<file path="src/rtl/serdes_link_ctrl.sv">
// SERDES link controller: TX framing into an external serializer and
// RX sync-byte hunt, alignment and byte delivery from a serial line.
module serdes_link_ctrl #(
  parameter logic [7:0] SYNC_BYTE = 8'hA5,
  parameter int         IDLE_GAP  = 2
) (
  input  logic       clk,
  input  logic       rst,
  input  logic [7:0] tx_data,
  input  logic       tx_valid,
  output logic       tx_ready,
  output logic [7:0] tx_byte,
  output logic       par_en,
  output logic       ser_en,
  input  logic       ser_in,
  output logic       data_en,
  output logic [7:0] rx_data,
  output logic       rx_valid,
  input  logic       rx_ready,
  input  logic       rx_relock,
  output logic       locked,
  output logic       rx_overrun
);

  // ---------------- TX path ----------------
  typedef enum logic [1:0] {TX_IDLE, TX_LOAD, TX_SHIFT, TX_GAP} tx_state_t;

  localparam logic [3:0] GAP_LAST = 4'(IDLE_GAP - 1);
  localparam bit         NO_GAP   = (IDLE_GAP == 0);

  tx_state_t  tx_state, tx_nxt;
  logic [2:0] sh_cnt;
  logic [3:0] gap_cnt;

  always_ff @(posedge clk) begin
    if (rst) begin
      tx_state <= TX_IDLE;
      tx_byte  <= '0;
      sh_cnt   <= '0;
      gap_cnt  <= '0;
    end else begin
      tx_state <= tx_nxt;
      if (tx_state == TX_IDLE && tx_valid) tx_byte <= tx_data;
      sh_cnt  <= (tx_state == TX_SHIFT) ? sh_cnt + 3'd1 : 3'd0;
      gap_cnt <= (tx_state == TX_GAP)   ? gap_cnt + 4'd1 : 4'd0;
    end
  end

  always_comb begin
    tx_nxt   = tx_state;
    tx_ready = 1'b0;
    par_en   = 1'b0;
    ser_en   = 1'b0;
    case (tx_state)
      TX_IDLE: begin
        tx_ready = 1'b1;
        if (tx_valid) tx_nxt = TX_LOAD;
      end
      TX_LOAD: begin
        par_en = 1'b1;
        tx_nxt = TX_SHIFT;
      end
      TX_SHIFT: begin
        ser_en = 1'b1;
        if (sh_cnt == 3'd7) tx_nxt = NO_GAP ? TX_IDLE : TX_GAP;
      end
      TX_GAP: begin
        if (gap_cnt == GAP_LAST) tx_nxt = TX_IDLE;
      end
      default: tx_nxt = TX_IDLE;
    endcase
  end

  // ---------------- RX path ----------------
  typedef enum logic {RX_HUNT, RX_LOCKED} rx_state_t;

  rx_state_t  rx_state, rx_nxt;
  logic [7:0] hunt_sr, rx_sr;
  logic [2:0] bit_cnt;
  logic [7:0] hunt_word, rx_word;
  logic       byte_done, byte_load;

  always_comb begin
    hunt_word = {hunt_sr[6:0], ser_in};
    rx_word   = {rx_sr[6:0], ser_in};
    byte_done = (rx_state == RX_LOCKED) && (bit_cnt == 3'd7) && !rx_relock;
    // Sync bytes seen while aligned only confirm lock; they never reach the consumer.
    byte_load = byte_done && (rx_word != SYNC_BYTE);
    rx_nxt    = rx_state;
    if (rx_relock)
      rx_nxt = RX_HUNT;
    else if (rx_state == RX_HUNT && hunt_word == SYNC_BYTE)
      rx_nxt = RX_LOCKED;
    locked  = (rx_state == RX_LOCKED);
    data_en = (rx_state == RX_LOCKED);
  end

  always_ff @(posedge clk) begin
    if (rst) begin
      rx_state   <= RX_HUNT;
      hunt_sr    <= '0;
      rx_sr      <= '0;
      bit_cnt    <= '0;
      rx_data    <= '0;
      rx_valid   <= 1'b0;
      rx_overrun <= 1'b0;
    end else begin
      rx_state <= rx_nxt;
      if (rx_relock) begin
        hunt_sr <= '0;
        rx_sr   <= '0;
        bit_cnt <= '0;
      end else if (rx_state == RX_HUNT) begin
        hunt_sr <= hunt_word;
        bit_cnt <= '0;
      end else begin
        rx_sr   <= rx_word;
        bit_cnt <= bit_cnt + 3'd1;
      end
      // A load coinciding with a consume keeps rx_valid high without overrun.
      if (byte_load) begin
        rx_data  <= rx_word;
        rx_valid <= 1'b1;
        if (rx_valid && !rx_ready) rx_overrun <= 1'b1;
      end else if (rx_valid && rx_ready) begin
        rx_valid <= 1'b0;
      end
    end
  end

endmodule

</file>
<file path="config.mk">
export PLATFORM = sky130hd
export DESIGN_NAME = serdes_link_ctrl
export DESIGN_NICKNAME = d
export VERILOG_FILES = /design/src/rtl/serdes_link_ctrl.sv
export SDC_FILE = /design/constraint.sdc
export NUM_CORES = 1
export LEC_CHECK = 0
export CORE_ASPECT_RATIO = 0.8
export CORE_MARGIN = 2
export CORE_UTILIZATION = 35
export DETAILED_ROUTE_END_ITERATION = 6
export PLACE_DENSITY = 0.56
export SLEW_MARGIN = 40
export SYNTH_ARGS = -nofsm -noshare
export SYNTH_HDL_FRONTEND = slang
export SYNTH_SLANG_ARGS = --single-unit
export TNS_END_PERCENT = 20
</file>
<file path="constraint.sdc">
create_clock -name clk -period 2.3 [get_ports clk]
set_clock_uncertainty 0.05 [all_clocks]
set_input_delay 0.46 -clock clk [delete_from_list [all_inputs] [get_ports clk]]
set_output_delay 0.46 -clock clk [all_outputs]
set_load 0.005 [all_outputs]
</file>
==> reports/summary.txt <==
Die Span X: 85.1 um
Minimum clock period: 2.11 ns
Die area: 0.00586 sq mm
Setup_tns: 0 ns
Initial DRC count: 61
Routed via count: 1382
Via-per-instance ratio: 4.87
CTS max path bufs: 2
Routed Antenna Nets: 0
Worst hold slack: 0.375 ns
Total GRT Usage: 13.2%
Critical path data required time: 1.79 ns
Min-delay worst type: reg -> reg
Critical path class: reg -> out
H-Tree Depth: 2
Sequential fraction of the synthesis area: 48.9%
Initial Utilization: 36.5%
Startpoint Class: register
Max-cap violations: 0
Post-synthesis area per instance: 9.84 sq um
Slew @ Worst Pin: 0.373 ns
Routability cong.: 0.748
Number of global-route vias before repair: 1340
Root Buffer: clkbuf_8
Count of pins over their slew limit: 0
#FFs+latches synth: 45
Cells after Synth: 187
Status: finished clean
Data arrival, critical path: 1.60 ns
Largest net degree at the start of global routing: 19
Static Leak: 0.844 nW
Clk sinks: 45
Yosys warning count: 0
Unrepaired setup endpoints after global routing: false
Max IR drop VDD: 0.287 mV
Pwr dens: 730 mW/mm^2
Slew HR: 74.5%
Max Clk Rate: 0.475 GHz
Yosys top cell by area: dfxtp_1
Fin nets: 247
Worst setup path start: tx_state[0]$_SDFFE_PP0P_
IO Pins: 37
Clk slew on worst S/H paths: 0.07 ns
# setup viols final: 0
Initial antenna violation count: 0
CTS tree: done
Synthesized Nets: 212
First-pass GRT wire length: 5.93 mm
Avg WL per Cell: 12.7 um
Synth Cell Area: 0.00184 sq mm
Post-CTS setup buffers: 0
Layout cells sized above 1: 5.41%
Drt drc: 0
CP Max Fanout: 11
Total clock buffers created by CTS: 5
Hpwl dp: 2.73 mm
Inserted Diodes: 0
Worst Min Path Start: bit_cnt[0]$_SDFF_PP0_
Clk_lat worst skew: 0.29 ns
Unique masters post-synth: 31
Grt total ovfl: 0
Area Overhead vs Synth: 27.3%
Core box area: 0.00504 sq mm
Top cell type's share of synthesized area: 48.9%
Crit path capture type: output pin
Port buffer count: 36
Largest cells by area after synthesis: dfxtp_1 (49%), mux2i_1 (10%), ha_1 (7.5%)
Post-Route WL: 3.62 mm
Hold_buf cts: 0
FF-to-FF Start: gap_cnt[0]$_SDFF_PP0_
Die Ht: 68.9 um
FP Rows: 23
Drt pass-1 iters: 4
Period Utilization, post-route: 91.6%
Final hold vios: 0
Post_cts resized: 0
-- layer usage --
metal	global-route usage, %	wire length (um)
met1	15.9	1680
met2	22.0	1640
met3	4.52	253
met4	5.36	49
met5	0	0
-- Yosys cell counts (all sizes together) --
cell	instances
a2111oi	1
and3b	3
o21a	1
dfxtp	45
inv	4
a211oi	1
nand4bb	2
nand3b	4
nor2	21
or2	1
xor2	1
mux2i	19
and3	2
nor3b	1
clkbuf	7
or3b	1
a21oi	10
nor2b	1
xnor2	1
a221o	1
buf	5
nor4bb	2
ha	11
nand2b	17
o31ai	1
nand3	9
nand2	10
o21ai	5
-- worst paths after layout --
kind | endpoint | slack [ns] | depth (start not counted)
setup / recovery | tx_ready | 0.19 | 3
hold / removal | bit_cnt[0]$_SDFF_PP0_ | 0.37 | 1
setup reg to reg | tx_state[0]$_SDFFE_PP0P_ | 0.66 | 4
hold reg to reg | bit_cnt[0]$_SDFF_PP0_ | 0.37 | 1
-- sequential cells by signal, summed over array words and instances (netlist names) --
signal      flops
bit_cnt         3
data_en         1
gap_cnt         4
hunt_sr         7
rx_data         8
rx_overrun      1
rx_sr           7
rx_valid        1
sh_cnt          3
tx_byte         8
tx_state        2
-- metrics by stage --
stage / instance area [sq um] / setup WS (ns) / instances / power [mW] / utilization (%)
after floorplan: 1840 / 0.692 / 187 / 1.08 / -
after CTS: 2340 / 0.0722 / 284 / 1.73 / 46.5
after detailed placement: 2250 / 0.336 / 277 / 1.26 / 44.7
after global routing: 2340 / 0.118 / 284 / 1.81 / 46.5
after global placement: 2250 / 0.391 / 277 / 1.23 / 44.7
final: 2340 / 0.193 / 284 / 1.71 / 46.5
-- placed cells by master, fill, tap and decap left out --
cell,count
or2_2,1
nand3_1,9
nor3b_1,1
mux2i_1,19
a21oi_1,10
xor2_1,1
nand4bb_1,2
nor4bb_1,2
buf_4,4
nor2_1,21
o21a_1,1
dfxtp_1,45
o21ai_0,1
xnor2_1,1
ha_1,10
nand3b_1,4
clkbuf_1,1
nand2b_1,17
clkbuf_8,6
o31ai_1,1
o21ai_1,4
inv_1,4
a221o_1,1
or3b_1,1
nor2b_1,1
nand2_1,10
and3_1,2
ha_2,1
a2111oi_0,1
clkdlybuf4s50_1,36
a211oi_1,1
and3b_1,3
-- logic make-up after synthesis --
logic type      after synthesis  share of synthesized area (%)
flops                        45                           48.9
fa+ha+maj                    11                           7.48
compound gates               20                           6.32
simple gates                 74                           22.2
buf+inv                      16                           3.81
xor+xnor                      2                          0.952
mux                          19                           10.3
-- power by group --
part	switching, mW	internal (mW)
clock	0.231	0.238
sequential	0.0311	0.824
combinational	0.181	0.205
total	0.443	1.27
-- area by class of cell --
type | count | area (sq um)
fill | 477 | 2690
sequential | 45 | 901
multi-input combinational | 126 | 872
timing repair buffer | 40 | 390
clock buffer | 7 | 86.3
tap | 62 | 77.6
inverter | 4 | 15.0
-- worst max-delay path, cell delays in order (launching register included) --
cell             delay (ns)
dfxtp_1                0.33
inv_1                  0.13
ha_2                   0.31
clkdlybuf4s50_1        0.54
Power figures use the tool's default switching activity.
